==> src/rtl/fft_addr_seq.sv <==
// In-place radix-2 DIT FFT address sequencer.
// Issues one butterfly per cycle (read pair + twiddle index). A shadow shift
// register replays each read pair as the write pair BF_LATENCY cycles later.
// Each stage is followed by a drain period, so every write of a stage lands
// before the next stage starts reading.
module fft_addr_seq #(
  parameter  int N          = 16,
  parameter  int BF_LATENCY = 2,
  localparam int AW         = $clog2(N),
  localparam int SW         = (AW < 2) ? 1 : $clog2(AW)
) (
  input  logic          clk,
  input  logic          rst,
  input  logic          start,
  output logic          busy,
  output logic          done,
  output logic          sel,
  output logic          rd_valid,
  output logic [AW-1:0] read_address1,
  output logic [AW-1:0] read_address2,
  output logic [AW-2:0] twiddle_index,
  output logic [SW-1:0] stage,
  output logic          wr_en,
  output logic [AW-1:0] write_address1,
  output logic [AW-1:0] write_address2
);

  localparam int DW = $clog2(BF_LATENCY + 1);
  localparam int PW = BF_LATENCY * AW;

  typedef enum logic [1:0] {IDLE, ISSUE, DRAIN, DONE} state_t;

  state_t        state, state_nxt;
  logic [AW-2:0] j;
  logic [SW-1:0] stage_r;
  logic [DW-1:0] dcnt;
  logic          last_j, last_drain, last_stage;

  logic [AW-1:0] jx, mask, pos, grp, ra1, ra2, tw_full;
  logic [SW-1:0] tw_sh;

  logic [BF_LATENCY-1:0] vld_p;
  logic [PW-1:0]         wa1_p, wa2_p;

  assign last_j     = (j == {(AW-1){1'b1}});
  assign last_drain = (dcnt == DW'(BF_LATENCY - 1));
  assign last_stage = (stage_r == SW'(AW - 1));

  // FSM state, butterfly index, stage and drain counter registers
  always_ff @(posedge clk) begin
    if (rst) begin
      state   <= IDLE;
      j       <= '0;
      stage_r <= '0;
      dcnt    <= '0;
    end else begin
      state <= state_nxt;
      case (state)
        IDLE: begin
          j       <= '0;
          stage_r <= '0;
          dcnt    <= '0;
        end
        ISSUE: begin
          // j wraps to 0 after the last butterfly, ready for the next stage
          j    <= j + (AW-1)'(1);
          dcnt <= '0;
        end
        DRAIN: begin
          dcnt <= dcnt + DW'(1);
          if (last_drain && !last_stage) stage_r <= stage_r + SW'(1);
        end
        DONE: begin
          stage_r <= '0;
        end
        default: begin
          j <= '0;
        end
      endcase
    end
  end

  // Next-state decode and status outputs
  always_comb begin
    state_nxt = state;
    busy      = 1'b0;
    done      = 1'b0;
    sel       = 1'b0;
    rd_valid  = 1'b0;
    case (state)
      IDLE: begin
        if (start) state_nxt = ISSUE;
      end
      ISSUE: begin
        busy     = 1'b1;
        sel      = 1'b1;
        rd_valid = 1'b1;
        if (last_j) state_nxt = DRAIN;
      end
      DRAIN: begin
        busy = 1'b1;
        sel  = 1'b1;
        if (last_drain) state_nxt = last_stage ? DONE : ISSUE;
      end
      DONE: begin
        done      = 1'b1;
        sel       = 1'b1;
        state_nxt = IDLE;
      end
      default: state_nxt = IDLE;
    endcase
  end

  // Butterfly address and twiddle arithmetic; outputs forced to 0 when idle
  always_comb begin
    jx      = {1'b0, j};
    mask    = (AW'(1) << stage_r) - AW'(1);
    pos     = jx & mask;
    grp     = jx >> stage_r;
    ra1     = ((grp << stage_r) << 1) | pos;
    ra2     = ra1 + (AW'(1) << stage_r);
    tw_sh   = SW'(AW - 1) - stage_r;
    tw_full = pos << tw_sh;
    stage          = stage_r;
    read_address1  = rd_valid ? ra1 : '0;
    read_address2  = rd_valid ? ra2 : '0;
    twiddle_index  = rd_valid ? tw_full[AW-2:0] : '0;
  end

  // ---- stage boundary: read issue -> write-back shadow pipeline ----
  // Shadow pipeline: replays each read pair as the write pair after BF_LATENCY
  always_ff @(posedge clk) begin
    if (rst) begin
      vld_p <= '0;
      wa1_p <= '0;
      wa2_p <= '0;
    end else begin
      vld_p <= (vld_p << 1) | BF_LATENCY'(rd_valid);
      wa1_p <= (wa1_p << AW) | PW'(read_address1);
      wa2_p <= (wa2_p << AW) | PW'(read_address2);
    end
  end

  assign wr_en          = vld_p[BF_LATENCY-1];
  assign write_address1 = wa1_p[PW-1 -: AW];
  assign write_address2 = wa2_p[PW-1 -: AW];

endmodule

==> config.mk <==
export PLATFORM = sky130hd
export DESIGN_NAME = fft_addr_seq
export DESIGN_NICKNAME = d
export VERILOG_FILES = /design/src/rtl/fft_addr_seq.sv
export SDC_FILE = /design/constraint.sdc
export NUM_CORES = 1
export LEC_CHECK = 0
export ABC_AREA = 0
export CAP_MARGIN = 20
export CELL_PAD_IN_SITES_DETAIL_PLACEMENT = 1
export CELL_PAD_IN_SITES_GLOBAL_PLACEMENT = 1
export CORE_ASPECT_RATIO = 0.8
export CORE_MARGIN = 2
export CORE_UTILIZATION = 40
export DETAILED_ROUTE_END_ITERATION = 8
export PLACE_DENSITY_LB_ADDON = 0.12
export SLEW_MARGIN = 0
export SYNTH_ARGS = -nofsm -noshare
export SYNTH_HDL_FRONTEND = slang
export SYNTH_SLANG_ARGS = --single-unit
==> constraint.sdc <==
create_clock -name clk -period 3.9 [get_ports clk]
set_input_delay 0.585 -clock clk [delete_from_list [all_inputs] [get_ports clk]]
set_output_delay 0.585 -clock clk [all_outputs]
set_load 0.005 [all_outputs]
# [Yosys cells after proc, flatten, opt, wreduce, memory -nomap -nowiden]
# Index checks and enable logic that the tools add are counted.
[word_totals] reg_bits=27 inputBits=3 out_inout_bits=26 word_cells=60
[op_classes] addsub=6 eq_ne=10 shift=4 n_mux=16 bitwise=5 n_reduce_logical=12
[op_table] cell="OR 8 x 4 -> 8 bit" count=2
[op_table] cell="two-way mux 2 bit" count=5
[op_table] cell="two-way mux 4 bit" count=2
[op_table] cell="!= test 2 bit (second input constant)" count=4
[op_table] cell="case mux 2 bit (2 select lines)" count=2
[op_table] cell="case mux 2 bit (4 select lines)" count=1
[op_table] cell="<< shifter 4 x 2 -> 3 bit" count=2
[op_table] cell="== test 2 bit (second input constant)" count=3
[op_table] cell="case mux 3 bit (2 select lines)" count=1
[op_table] cell="nonzero test 2 bit" count=3
[op_table] cell="OR reduction 2 bit" count=3
[op_table] cell="adder 2 x 1 -> 2 bit (second input constant)" count=2
[op_table] cell="adder 4 bit" count=1
[op_table] cell="AND 3 x 4 -> 4 bit" count=1
[op_table] cell="== test 2 x 1 -> 1 bit (second input constant)" count=2
[op_table] cell="two-way mux 1 bit" count=4
[op_table] cell="OR 4 bit" count=1
[op_table] cell="<< shifter 1 x 2 -> 4 bit (first input constant)" count=1
[op_table] cell="right shift 3 x 2 -> 4 bit" count=1
[op_table] cell="subtractor 4 x 2 -> 4 bit (second input constant)" count=1
[op_table] cell="adder 3 x 1 -> 3 bit (second input constant)" count=1
[op_table] cell="== test 3 bit (second input constant)" count=1
[op_table] cell="two-way mux 3 bit" count=1
[op_table] cell="AND reduction 3 bit" count=1
[op_table] cell="7 further kinds" count=7

# [Depth between registers and ports, before layout]
[depth] depth_word=7 ltp_mapped=11 mapped_depth_nobuf=11

# [Least setup slack after synthesis]
# No wires, ideal clock.
[synth_timing] path_type="flip-flop to output port" from="reg stage_r[0] (netlist: stage[0])" to="out read_address2[3]" t_arrival_ps=2225 required_ps=3315 path_slack_ps=1090 stages_incl_launch_ff=12 path_buffers=0 path_cell_list="dfxtp_1 > inv_1 > ha_1 > xor2_1 > nor2_1 > a31oi_1 > inv_1 > ha_1 > a21oi_1 > xor2_1 > xnor2_1 > and2_1"
[synth_via] elab_chain_len=6 word_cells_on_any_way=8 classes_between="add/sub (2); shift (3); mux (1); bitwise (2)"
[synth_lines] item="start: declaration" line_no="35" rtl="logic [SW-1:0] stage_r;"
[synth_lines] item="start signal: assignment" line_no="71" rtl="if (last_drain && !last_stage) stage_r <= stage_r + SW'(1);"
[synth_lines] item="<< shifter 1 x 2 -> 4 bit" line_no="117, 121"
[synth_lines] item="subtractor 4 x 2 -> 4 bit" line_no="117" rtl="mask = (AW'(1) << stage_r) - AW'(1);"
[synth_lines] item="AND 3 x 4 -> 4 bit" line_no="118" rtl="pos = jx & mask;"
[synth_lines] item="OR 4 bit" line_no="120" rtl="ra1 = ((grp << stage_r) << 1) | pos;"
[synth_lines] item="adder 4 bit (*)" line_no="121" rtl="ra2 = ra1 + (AW'(1) << stage_r);"
[synth_lines] item="two-way mux 4 bit (*)" line_no="126" rtl="read_address2 = rd_valid ? ra2 : '0;"
[synth_lines] item="end: declaration" line_no="20" rtl="output logic [AW-1:0] read_address2,"
# Mark *: on every way between the ends. The rest lies on a longest branch, timed or not.

# [Worst setup path in the final report]
# Ends and elaborated chain as after synthesis.

==> results.yml <==
cells_and_area:
  final_cell_mix: "clkdlybuf4s50_1 (28), dfxtp_1 (25), nor2_1 (19)"
  layout_commonest_cell: "clkdlybuf4s50_1"
  num_antenna_cells: 0
  drive_gt1_share_pct: 4.12
  area_growth_pct: 22.9
  final_nets: 191
  final_cells: 210
  fill_cells: 361
routing:
  antenna_left: 0
  drc: 0
  wl_um: 2890
  route.detailed.wl_per_inst_um: 13.7
  post_drt_via_cell_ratio: 4.89
  vias: 1027
  dr.pass1.iters: 4
  drtIter0Drc: 33
critical_path:
  r2r-end: "wa2_p[3]$_SDFF_PP0_"
  cp-start-kind: "register"
  r2r_start: "stage[0]$_SDFFE_PP0P_"
  cp_max_fo: 10
  timing_worst_setup_path_type: "reg2out"
  arrival_ns: 3.09
  endpoint_kind: "output pin"
  worstPathRequired_ns: 3.31
  reg2regPathDepth: 11
  rrSetupSlack_ns: 1.54
clock_network:
  root_buffer: "clkbuf_8"
  clk_latency_ns: 0.28
  cts_hold_buffers: 0
  clk_pin_slew_worst_paths_ns: 0.09
  tritoncts: "done"
  cts_made_buffers: 3
  clockBufferDepth: 2
  htreeDepth: 1
  clock_sinks: 27
hold_path:
  hold_class: "reg2reg"
  worstHoldStart: "wa2_p[1]$_SDFF_PP0_"
  hold_path_end: "wa2_p[5]$_SDFF_PP0_"
  min_path_cells: 1
timing:
  rsz0062_at_grt: "no"
  layout_worst_path_cycle_share_pct: 94.2
  post-route-min-period_ns: 3.67
  maxSlewViolCount: 0
  slew_headroom_pct: 49.7
  fmax_mhz: 272
  tightest_slew_ns: 0.753
  final-setup-viol-count: 0
  finalClockSkew_ns: 0.00524
  tns_ns: 0
  hold_violations: 0
placed_design:
  gp_congestion: 0.797
  portBuffers: 28
  dpl.hpwl_um: 2090
  dp.cells: 206
logic_synthesis:
  syn-num-nets: 170
  syn_area_um2: 1350
  yosys_warnings: 0
  ys_ff_latch: 27
  synth_area_per_cell_um2: 9.00
  syn-instance-count: 150
  ys_seq_area_share_pct: 40.0
  synthDistinctLibCells: 30
die:
  dieArea_um2: 3860
  placeableCoreArea_um2: 3150
  io_pins: 29
  dieWidth_um: 69.0
  die_h_um: 56.0
  start_util_pct: 42.8
  rows: 18
global_routing:
  grt_pass1_vias: 998
  grt_max_degree: 20
  antenna_found_initial: 0
  grt_pass1_wl_um: 4650
  grt_overflow: 0
  grt_usage_pct: 16.6
outcome:
  status: "finished, final reports clean"
pwr:
  power.leakage_nw: 0.665
  power_mw: 0.813
  power.density_nw_per_um2: 490
  ir_worst_vdd_uv: 253
flow_run:
  cap_violations: 0
## through the flow
step	util, %	hold slack, ns	instance area (um2)	worst slack [ns]
2_1_floorplan	-	0.414	1350	1.09
3_3_place_gp	50.5	0.417	1590	0.443
3_5_place_dp	50.5	0.425	1590	0.330
4_1_cts	52.3	0.448	1650	0.0610
5_1_grt	52.6	0.462	1660	0.0282
6_report	52.6	0.442	1660	0.227
## synth_stat cells, drive strengths merged
master	n	area, um2
inv	16	60.1
dfxtp	27	541
nand4	2	12.5
nand3	1	5.00
a21boi	1	7.51
ha	16	200
o21ai	1	5.00
nor3	2	10.0
conb	1	3.75
a222oi	2	20.0
nand2b	2	12.5
nor3b	2	15.0
a31oi	1	6.26
buf	10	78.8
nor2	19	71.3
fa	1	20.0
nand2	6	22.5
xor2	2	17.5
clkbuf	2	8.75
mux2i	2	20.0
a21oi	9	45.0
xnor2	2	17.5
a211oi	2	15.0
and2	8	50.1
nor2b	10	62.6
o21a	1	7.51
a311oi	1	8.76
nor4	1	6.26
## report_power, final
part,switching [mW],internal (mW)
Clock,0.0899,0.0726
Combinational,0.167,0.151
Sequential,0.0279,0.305
Total,0.285,0.528
## routing by layer
layer | part of all wire (%) | GRT usage (%) | vias to the layer above
li1 | - | - | 511
met2 | 45 | 26.2 | 24
met4 | 1.4 | 5.04 | 0
met3 | 4.5 | 5.26 | 5
met1 | 50 | 21.3 | 487
met5 | 0 | 0 | -
## worst max path at each step
| stage | start | end | cells after the start |
|---|---|---|---|
| after floorplan | stage[0]$_SDFFE_PP0P_ | read_address2[3] | 11 |
| after global placement | stage[0]$_SDFFE_PP0P_ | read_address2[3] | 12 |
| after detailed placement | stage[0]$_SDFFE_PP0P_ | read_address2[3] | 12 |
| after CTS | stage[0]$_SDFFE_PP0P_ | read_address2[3] | 12 |
| after global routing | stage[1]$_SDFFE_PP0P_ | read_address2[3] | 12 |
| final | stage[0]$_SDFFE_PP0P_ | read_address2[3] | 12 |
## cell families after synthesis
| logic type | count (synthesis) | synth area share, % |
|---|---|---|
| buffers and inverters | 28 | 10.9 |
| other | 1 | 0.278 |
| muxes | 2 | 1.48 |
| and+or+nand+nor | 53 | 19.8 |
| adders and majority gates | 17 | 16.3 |
| DFF | 27 | 40.0 |
| xor gates and xnor gates | 4 | 2.60 |
| AOI/OAI and AO/OA | 18 | 8.53 |
## sequential cells by signal, indices dropped and copies added (netlist names)
name,count
stage,2
state,2
wa2_p,8
wa1_p,8
j,3
vld_p,2
dcnt,2
## final cells by class
cell class,count,area (um2),share of cell area [%]
Inverter,16,60.1,3.62
Sequential cell,27,543,32.7
Clock inverter,1,7.51,0.452
Tap cell,40,50.0,3.02
Multi-Input combinational cell,95,677,40.8
Clock buffer,3,41.3,2.49
Timing Repair Buffer,28,280,16.9
## worst max-delay path, cell delays in order (launching register included)
cell,delay [ns]
dfxtp_2,0.44
inv_1,0.19
ha_1,0.28
xor2_1,0.14
nor2_1,0.12
a31oi_4,0.22
inv_1,0.07
ha_1,0.18
a21oi_1,0.16
xor2_1,0.19
xnor2_1,0.16
and2_1,0.16
clkdlybuf4s50_1,0.50
## what timing repair did
item / in CTS / in global routing
setup buffers: 0 / 0
gates cloned: 0 / 0
endpoints found under the setup margin: 1 / 2
resized for setup: 1 / 3
Note: power is estimated with default switching activity, not from simulation.
